`config.mk`:
```
export PLATFORM = sky130hd
export DESIGN_NAME = ctl_reg_sync_decoder
export DESIGN_NICKNAME = d
export VERILOG_FILES = /design/src/rtl/ctl_regs_pkg.sv /design/src/rtl/sync_edge_detect.sv /design/src/rtl/ctl_reg_sync_decoder.sv
export SDC_FILE = /design/constraint.sdc
export NUM_CORES = 1
export LEC_CHECK = 0
export ABC_CLOCK_PERIOD_IN_PS = 2900
export CORE_ASPECT_RATIO = 0.9
export CORE_MARGIN = 3
export CORE_UTILIZATION = 53
export DETAILED_ROUTE_END_ITERATION = 8
export PLACE_DENSITY = 0.86
export SKIP_CTS_REPAIR_TIMING = 1
export SYNTH_ARGS = -nofsm -noshare
export SYNTH_HDL_FRONTEND = slang
export SYNTH_SLANG_ARGS = --single-unit
```
`constraint.sdc`:
```
create_clock -name user_clk -period 2.9 [get_ports user_clk]
set_clock_uncertainty 0.05 [all_clocks]
set_input_delay 0.58 -clock user_clk [delete_from_list [all_inputs] [get_ports user_clk]]
set_output_delay 0.58 -clock user_clk [all_outputs]
set_load 0.005 [all_outputs]
```
`src/rtl/ctl_regs_pkg.sv`:
```
// Field map of the software control word and the sync FSM encoding,
// shared by every block fed from the OPB control register.
package ctl_regs_pkg;

    localparam int CTL_W             = 32;
    localparam int CTL_ARM_BIT       = 0;
    localparam int CTL_SOFT_SYNC_BIT = 1;
    localparam int CTL_CNT_RST_BIT   = 2;
    localparam int CTL_PULSE_BITS    = 3;
    localparam int LEVEL_LSB         = 16;
    localparam int LEVEL_MSB         = 31;
    localparam int LEVEL_W           = LEVEL_MSB - LEVEL_LSB + 1;
    localparam int OFFS_W            = 16;

    typedef enum logic [1:0] {
        IDLE  = 2'd0,
        ARMED = 2'd1,
        COUNT = 2'd2
    } sync_state_e;

    // Countdown reload value; the edge cycle itself accounts for one cycle of the offset.
    function automatic logic [OFFS_W-1:0] offs_reload(input int unsigned offset);
        logic [OFFS_W-1:0] v;
        v = (offset == 0) ? '0 : OFFS_W'(offset - 1);
        return v;
    endfunction

endpackage

```
`src/rtl/sync_edge_detect.sv`:
```
// Two-flop synchronizer for an asynchronous level, followed by a third flop
// that turns each rising edge into a single-cycle pulse.
module sync_edge_detect (
    input  logic clk,
    input  logic rst_n,
    input  logic async_in,
    output logic rise_pulse
);

    logic s1_reg;
    logic s2_reg;
    logic s3_reg;

    always_ff @(posedge clk or negedge rst_n) begin
        if (!rst_n) begin
            s1_reg <= 1'b0;
            s2_reg <= 1'b0;
            s3_reg <= 1'b0;
        end else begin
            s1_reg <= async_in;
            s2_reg <= s1_reg;
            s3_reg <= s2_reg;
        end
    end

    assign rise_pulse = s2_reg & ~s3_reg;

endmodule

```
`src/rtl/ctl_reg_sync_decoder.sv`:
```
// Filters the software control word for stability and decodes it into
// command pulses, level controls and an armed / 1PPS-aligned sync generator.
module ctl_reg_sync_decoder
    import ctl_regs_pkg::*;
#(
    parameter int unsigned SYNC_OFFSET = 16,
    parameter int          CNT_W       = 32
) (
    input  logic               user_clk,
    input  logic               user_rst_n,
    input  logic [CTL_W-1:0]   ctl_word,
    input  logic               ext_sync,
    output logic               sync_out,
    output logic               armed,
    output logic               cnt_rst_pulse,
    output logic [LEVEL_W-1:0] level_ctrl,
    output logic [CNT_W-1:0]   sync_count
);

    localparam bit                ZERO_OFFSET = (SYNC_OFFSET == 0);
    localparam logic [OFFS_W-1:0] OFFS_LOAD   = offs_reload(SYNC_OFFSET);

    logic [CTL_W-1:0]          samp_reg;
    logic [CTL_W-1:0]          acc_reg;
    logic [CTL_PULSE_BITS-1:0] acc_d_reg;
    logic [CTL_PULSE_BITS-1:0] rise_next;
    logic [CTL_PULSE_BITS-1:0] rise_reg;

    // A word is accepted only once it has been seen unchanged on two consecutive edges.
    always_ff @(posedge user_clk or negedge user_rst_n) begin
        if (!user_rst_n) begin
            samp_reg  <= '0;
            acc_reg   <= '0;
            acc_d_reg <= '0;
            rise_reg  <= '0;
        end else begin
            samp_reg <= ctl_word;
            if (samp_reg == ctl_word) begin
                acc_reg <= samp_reg;
            end
            acc_d_reg <= acc_reg[CTL_PULSE_BITS-1:0];
            rise_reg  <= rise_next;
        end
    end

    generate
        for (genvar gi = 0; gi < CTL_PULSE_BITS; gi++) begin : g_rise
            assign rise_next[gi] = acc_reg[gi] & ~acc_d_reg[gi];
        end
    endgenerate

    logic arm_rise;
    logic soft_rise;
    logic unused_reserved;

    assign arm_rise        = rise_reg[CTL_ARM_BIT];
    assign soft_rise       = rise_reg[CTL_SOFT_SYNC_BIT];
    assign cnt_rst_pulse   = rise_reg[CTL_CNT_RST_BIT];
    assign level_ctrl      = acc_reg[LEVEL_MSB:LEVEL_LSB];
    assign unused_reserved = ^acc_reg[LEVEL_LSB-1:CTL_PULSE_BITS];

    logic ext_edge;

    sync_edge_detect u_ext_sync (
        .clk        (user_clk),
        .rst_n      (user_rst_n),
        .async_in   (ext_sync),
        .rise_pulse (ext_edge)
    );

    sync_state_e       state_reg;
    sync_state_e       state_next;
    logic [OFFS_W-1:0] offs_cnt_reg;
    logic [OFFS_W-1:0] offs_cnt_next;
    logic              sync_fire;
    logic              armed_now;
    logic              sync_out_reg;
    logic [CNT_W-1:0]  sync_count_reg;

    always_ff @(posedge user_clk or negedge user_rst_n) begin
        if (!user_rst_n) begin
            state_reg    <= IDLE;
            offs_cnt_reg <= '0;
        end else begin
            state_reg    <= state_next;
            offs_cnt_reg <= offs_cnt_next;
        end
    end

    // Command rises arriving outside IDLE are dropped so a running offset is never restarted.
    always_comb begin
        state_next    = state_reg;
        offs_cnt_next = offs_cnt_reg;
        unique case (state_reg)
            IDLE: begin
                if (arm_rise) begin
                    state_next = ARMED;
                end
            end
            ARMED: begin
                if (ext_edge) begin
                    if (ZERO_OFFSET) begin
                        state_next = IDLE;
                    end else begin
                        state_next    = COUNT;
                        offs_cnt_next = OFFS_LOAD;
                    end
                end
            end
            COUNT: begin
                if (offs_cnt_reg == '0) begin
                    state_next = IDLE;
                end else begin
                    offs_cnt_next = offs_cnt_reg - OFFS_W'(1);
                end
            end
            default: begin
                state_next = IDLE;
            end
        endcase
    end

    always_comb begin
        armed_now = 1'b0;
        sync_fire = 1'b0;
        unique case (state_reg)
            IDLE: begin
                sync_fire = soft_rise & ~arm_rise;
            end
            ARMED: begin
                armed_now = 1'b1;
                sync_fire = ext_edge & ZERO_OFFSET;
            end
            COUNT: begin
                armed_now = 1'b1;
                sync_fire = (offs_cnt_reg == '0);
            end
            default: begin
                armed_now = 1'b0;
                sync_fire = 1'b0;
            end
        endcase
    end

    // Software clear takes priority over a coincident sync increment.
    always_ff @(posedge user_clk or negedge user_rst_n) begin
        if (!user_rst_n) begin
            sync_out_reg   <= 1'b0;
            sync_count_reg <= '0;
        end else begin
            sync_out_reg <= sync_fire;
            if (cnt_rst_pulse) begin
                sync_count_reg <= '0;
            end else if (sync_out_reg) begin
                sync_count_reg <= sync_count_reg + CNT_W'(1);
            end
        end
    end

    assign sync_out   = sync_out_reg;
    assign armed      = armed_now;
    assign sync_count = sync_count_reg;

endmodule

```
==> results of run 1 <==
==> through the flow <==
step	cells	hold slack (ns)	cell area, µm²	power [mW]
after floorplan	434	0.234	5000	1.91
after global placement	620	0.283	5890	2.06
after detailed placement	620	0.293	5890	2.08
after CTS	636	0.152	6120	3.08
after global routing	636	0.161	6120	3.18
final	636	0.144	6120	3.05
==> cells by family (layout without fill, tap and decap cells) <==
family,Yosys count,after routing,share of synthesized area [%]
xor gates and xnor gates,67,67,11.7
muxes,23,23,5.11
buffers and inverters,33,116,4.03
DFF,111,111,55.6
AOI/OAI and AO/OA,41,41,6.18
and+or+nand+nor,153,153,15.8
adders and majority gates,6,6,1.50
==> power by group through the flow <==
stage,logic (mW),registers (mW),clock network (mW)
after CTS,0.424,1.63,1.03
final,0.427,1.63,0.995
after floorplan,0.258,1.65,0
after global routing,0.466,1.64,1.08
after detailed placement,0.420,1.66,0
after global placement,0.406,1.65,0
==> per-layer routing <==
layer  GRT usage [%]  share of wire, %  vias up
li1                -                 -     1657
met3            5.42               5.8       14
met2            31.8                48      115
met1            27.9                44     1732
met5               0                 0        -
met4            5.05               1.4        0
==> cells in the final DEF, fill, tap and decap left out, types with 4 or more instances in the layout <==
master / netlist / final
nor2_1: 47 / 47
o2111ai_1: 5 / 5
xnor2_1: 37 / 37
nand4_1: 22 / 22
nor4_1: 5 / 5
o211ai_1: 4 / 4
inv_1: 7 / 7
and3_1: 4 / 4
xor2_1: 30 / 30
mux2_2: 20 / 20
dfrtp_1: 111 / 111
or3_1: 6 / 6
nand2_1: 21 / 21
o21ai_0: 13 / 13
ha_1: 6 / 6
clkdlybuf4s50_1: 0 / 84
clkbuf_8: 1 / 9
buf_4: 16 / 8
nand3_1: 16 / 16
nor3_1: 9 / 9
==> worst max-delay path by stage <==
stage	from	to	slack, ns	cells past startpoint
6_report	offs_cnt_reg[0]$_DFFE_PN0P_	offs_cnt_reg[2]$_DFFE_PN0P_	0.47	7
5_1_grt	offs_cnt_reg[0]$_DFFE_PN0P_	offs_cnt_reg[6]$_DFFE_PN0P_	0.29	7
4_1_cts	offs_cnt_reg[0]$_DFFE_PN0P_	offs_cnt_reg[6]$_DFFE_PN0P_	0.49	7
3_5_place_dp	ctl_word[3]	acc_reg[28]$_DFFE_PN0N_	0.33	7
3_3_place_gp	ctl_word[1]	acc_reg[17]$_DFFE_PN0N_	0.42	7
2_1_floorplan	offs_cnt_reg[0]$_DFFE_PN0P_	offs_cnt_reg[2]$_DFFE_PN0P_	0.77	7
==> layout make-up <==
class                           count  area share [%]
Timing Repair Buffer               93            15.1
Tap cell                          119            2.43
Inverter                            7           0.430
Multi-Input combinational cell    290            33.0
Clock inverter                      7            1.64
Clock buffer                        9            2.03
Sequential cell                   111            45.4
==> results.py, run 1 <==
metrics = {
    "sta": {
        "post-route-period-util_pct": 83.6,
        "max_freq_mhz": 412,
        "fin_tns_setup_ns": 0,
        "worst_slew_pin_slew_ns": 0.717,
        "rsz0062_at_grt": "false",
        "finalSetupViolCount": 0,
        "hold_viol_final": 0,
        "setup_ws_ns": 0.475,
        "period_needed_ns": 2.43,
        "relSlewSlack_pct": 51.8,
        "maxSlewViolCount": 0,
    },
    "final_layout": {
        "final_util_pct": 68.8,
        "drive_above_1_share_pct": 11.0,
        "ff_latch_area_mm2": 0.00278,
        "layout-area-overhead-vs-synth_pct": 22.4,
        "n_antenna_cell": 0,
        "multi_input_comb_area_mm2": 0.00202,
        "fin_nets": 553,
        "fillCellCount": 637,
    },
    "worst_setup_path": {
        "r2r_cells": 7,
        "timing.rr.start": "offs_cnt_reg[0]$_DFFE_PN0P_",
        "cp_cell_sequence": "inv_1 > ha_1 > nor4b_1 > nand2_2 > or3_1 > a211o_1 > o221a_2",
        "arrival_ns": 2.65,
        "worstSetupPathType": "flop to flop",
        "crit_buf_inv": 1,
        "critPathTopFamily": "simple AND/OR/NAND/NOR gates",
        "r2r_slack_ns": 0.47,
        "cp.required_ns": 3.12,
        "critical_path.max_fanout": 9,
        "cpPeakStageDelay_ns": 0.43,
        "rr_endpoint": "offs_cnt_reg[2]$_DFFE_PN0P_",
        "end_kind": "flop",
        "crit_path_top_delay_cell": "dfrtp_1",
        "cp-start-kind": "flop",
    },
    "floorplan": {
        "coreArea_mm2": 0.00889,
        "pin_count": 86,
        "die_w_um": 108,
        "rows": 32,
        "dieArea_mm2": 0.0106,
        "die_h_um": 98.1,
        "start_util_pct": 56.2,
    },
    "synth": {
        "synth_commonest_cells": "dfrtp_1, nor2_1, xnor2_1",
        "syn_inst": 434,
        "synth_edf_count": 0,
        "avgSynthCellArea_um2": 11.5,
        "synth_top_flop_cell": "dfrtp_1",
        "yosys.area.top_type_share_pct": 55.6,
        "async_flop_share_pct": 100,
        "synth.distinct_cells": 50,
        "synth_area_mm2": 0.00500,
        "synth_seq_cells": 111,
        "synth.largest_area_cell": "dfrtp_1",
        "yosysSeqAreaShare_pct": 55.6,
        "yosysWarnings": 0,
        "syn-num-nets": 475,
        "yosysMostFrequentCell": "dfrtp_1",
        "synth_area_leaders": "dfrtp_1, xnor2_1, xor2_1",
    },
    "route": {
        "drc_errors": 0,
        "via_per_inst": 5.53,
        "drt-pass1-iter-count": 4,
        "initialDrtViolationCount": 160,
        "wl_um": 10100,
        "wl_per_cell_um": 15.9,
        "via_count": 3518,
        "ant_nets": 0,
    },
    "clock_tree": {
        "htree_levels": 3,
        "cts_tree": "yes",
        "cts_root_buffer": "clkbuf_8",
        "clockBufferDepth": 2,
        "numCtsBuffers": 9,
        "cts.sinks": 111,
        "clk_pin_slew_ns": 0.11,
        "worst_skew_pair.late_latency_ns": 0.38,
    },
    "global_routing": {
        "grt_pass1_wl_um": 17000,
        "grt-ovfl-total": 0,
        "gr-usage-all-layers_pct": 20.1,
        "grt_max_degree": 66,
        "antenna_found_initial": 0,
        "grt_pass1_vias": 3569,
    },
    "place": {
        "gp_congestion": 0.847,
        "place_hpwl_um": 7440,
        "numPortBuffers": 85,
        "pre_cts_ws_ns": 0.326,
    },
    "power": {
        "p_clk_share_pct": 32.6,
        "combPwrFrac_pct": 14.0,
        "p_leak_nw": 2.71,
        "switching_share_pct": 27.9,
        "powerDensity_mw_per_mm2": 499,
        "intPower_mw": 2.20,
        "power.switching_mw": 0.850,
        "p_seq_share_pct": 53.4,
        "ir_drop_mv": 0.364,
    },
    "run_status": {
        "status": "completed",
    },
    "run": {
        "drv_cap": 0,
    },
    "min_path": {
        "hp-class": "input port to async pin",
    },
}
Note: power is estimated with default switching activity, not from simulation.
==> run 2: changes to the inputs <==
Settings changed: ABC_CLOCK_PERIOD_IN_PS 2900 to 2000, CORE_UTILIZATION 53 to 48, PLACE_DENSITY 0.86 to 0.82.
Clock period 2.9 ns to 2 ns, I/O delays scaled along.
==> run 2 against run 1 <==
- the flow now finishes with violations (negative setup slack)
- total power grew 70%
- register-to-register slack lost 0.58 ns
- die area grew 9.8%
- wire length grew 11%
- final area grew 10%
- sequential power grew 45%
- critical path type unchanged
- largest cell class unchanged
==> results.py, run 2 (synthesis results as in run 1) <==
metrics = {
    "floorplan": {
        "pin_count": 86,
        "start_util_pct": 50.4,
        "die_w_um": 114,
        "die_h_um": 103,
        "rows": 34,
        "dieArea_mm2": 0.0117,
        "coreArea_mm2": 0.00991,
    },
    "route": {
        "via_per_inst": 5.44,
        "drc_errors": 0,
        "ant_nets": 0,
        "wl_per_cell_um": 16.6,
        "initialDrtViolationCount": 156,
        "drt-pass1-iter-count": 4,
        "via_count": 3687,
        "wl_um": 11200,
    },
    "place": {
        "place_hpwl_um": 7250,
        "gp_congestion": 0.813,
        "numPortBuffers": 85,
        "post_dp_cell_area_mm2": 0.00611,
    },
    "worst_setup_path": {
        "cpPeakStageDelay_ns": 0.55,
        "r2r_slack_ns": -0.11,
        "r2r_cells": 5,
        "cp-startpoint": "offs_cnt_reg[1]$_DFFE_PN0P_",
        "crit_path_end": "offs_cnt_reg[15]$_DFFE_PN0P_",
        "cp-start-kind": "flop",
        "rr_endpoint": "offs_cnt_reg[15]$_DFFE_PN0P_",
        "end_kind": "flop",
        "crit_path_top_delay_cell": "or4_4",
        "critical_path.max_fanout": 5,
        "worstSetupPathType": "flop to flop",
        "timing.rr.start": "offs_cnt_reg[1]$_DFFE_PN0P_",
        "cp_cell_sequence": "or4_4 > a2111oi_4 > o2111ai_1 > xor2_1 > nor2_1",
        "cp.required_ns": 2.17,
        "arrival_ns": 2.28,
    },
    "power": {
        "p_leak_nw": 3.20,
        "powerDensity_mw_per_mm2": 768,
        "ir_drop_mv": 0.663,
    },
    "clock_tree": {
        "worst_skew_pair.late_latency_ns": 0.35,
        "clk_pin_slew_ns": 0.08,
        "cts_root_buffer": "clkbuf_16",
        "htree_levels": 3,
        "numCtsBuffers": 9,
        "cts_tree": "yes",
        "cts.sinks": 111,
        "clockBufferDepth": 2,
    },
    "final_layout": {
        "final_design_area_no_fill_mm2": 0.00674,
        "fin_nets": 588,
        "final_util_pct": 68.0,
        "drive_above_1_share_pct": 19.9,
        "layout_common_cells": "dfrtp_1, clkdlybuf4s50_1, nor2_1, buf_4, xnor2_1",
        "n_antenna_cell": 0,
        "final_common_cell": "dfrtp_1",
        "layout-area-overhead-vs-synth_pct": 34.8,
    },
    "global_routing": {
        "met2_usage_pct": 29.4,
        "gr-usage-all-layers_pct": 18.3,
        "use_met1_pct": 25.6,
        "use_met3_pct": 4.52,
        "grt.busiest_layer": "met2",
        "grt-ovfl-total": 0,
        "grt_pass1_wl_um": 17000,
        "grt_max_degree": 112,
        "antenna_found_initial": 0,
        "grt_pass1_vias": 3603,
    },
    "min_path": {
        "hp-class": "input port to async pin",
    },
    "sta": {
        "fin_tns_setup_ns": -0.982,
        "post-route-period-util_pct": 105,
        "relSlewSlack_pct": 61.5,
        "maxSlewViolCount": 0,
        "max_freq_mhz": 474,
        "worst_slew_pin_slew_ns": 0.577,
        "hold_viol_final": 0,
        "finalSetupViolCount": 25,
        "period_needed_ns": 2.11,
        "rsz0062_at_grt": "true",
        "setup_ws_ns": -0.108,
    },
    "run_status": {
        "status": "finished with violations",
        "violations": "negative setup slack",
    },
    "run": {
        "drv_cap": 0,
    },
}
-- run 2: worst min path at each step --
| stage | to | slack (ns) |
|---|---|---|
| final | samp_reg[22]$_DFF_PN0_ | 0.06 |
| after global routing | acc_reg[20]$_DFFE_PN0N_ | 0.12 |
| after CTS | acc_reg[20]$_DFFE_PN0N_ | 0.1 |
| after detailed placement | u_ext_sync.s2_reg$_DFF_PN0_ | 0.29 |
| after global placement | u_ext_sync.s2_reg$_DFF_PN0_ | 0.28 |
| after floorplan | acc_d_reg[0]$_DFF_PN0_ | 0.05 |
-- run 2: stage by stage --
stage / cells / hold WS [ns] / total power, mW / setup WS (ns)
floorplan: 434 / 0.0544 / 2.78 / 0.0149
global placement: 653 / 0.285 / 3.16 / -0.422
detailed placement: 653 / 0.286 / 3.20 / -0.416
CTS: 669 / 0.0960 / 5.10 / -0.148
global route: 678 / 0.115 / 5.38 / -0.170
finish: 678 / 0.0552 / 5.18 / -0.108
-- run 2: layout make-up --
| class | count | area, µm² |
|---|---|---|
| Multi-Input combinational cell | 290 | 2170 |
| Sequential cell | 111 | 2780 |
| Clock inverter | 7 | 100 |
| Clock buffer | 9 | 225 |
| Fill cell | 701 | 3180 |
| Inverter | 7 | 28.8 |
| Tap cell | 126 | 158 |
| Timing Repair Buffer | 128 | 1280 |
-- run 2: routing by layer --
layer	vias to the layer above	part of all wire (%)
li1	1743	-
met1	1835	44
met2	101	50
met3	8	4.7
met4	0	0.79
met5	-	0
-- run 2: critical path: cells and delay by family, from the launching register on --
kind	cells	cell delay, ns
AOI/OAI and AO/OA	2	0.73
xor gates and xnor gates	1	0.19
DFF	1	0.42
and+or+nand+nor	2	0.60
-- run 2: power by group --
| part | switching (mW) | leakage [nW] | total (mW) | internal (mW) |
|---|---|---|---|---|
| Clock | 0.897 | 0.158 | 1.91 | 1.01 |
| Sequential | 0.0539 | 1.47 | 2.36 | 2.30 |
| Combinational | 0.440 | 1.57 | 0.908 | 0.468 |
| Total | 1.39 | 3.20 | 5.18 | 3.79 |
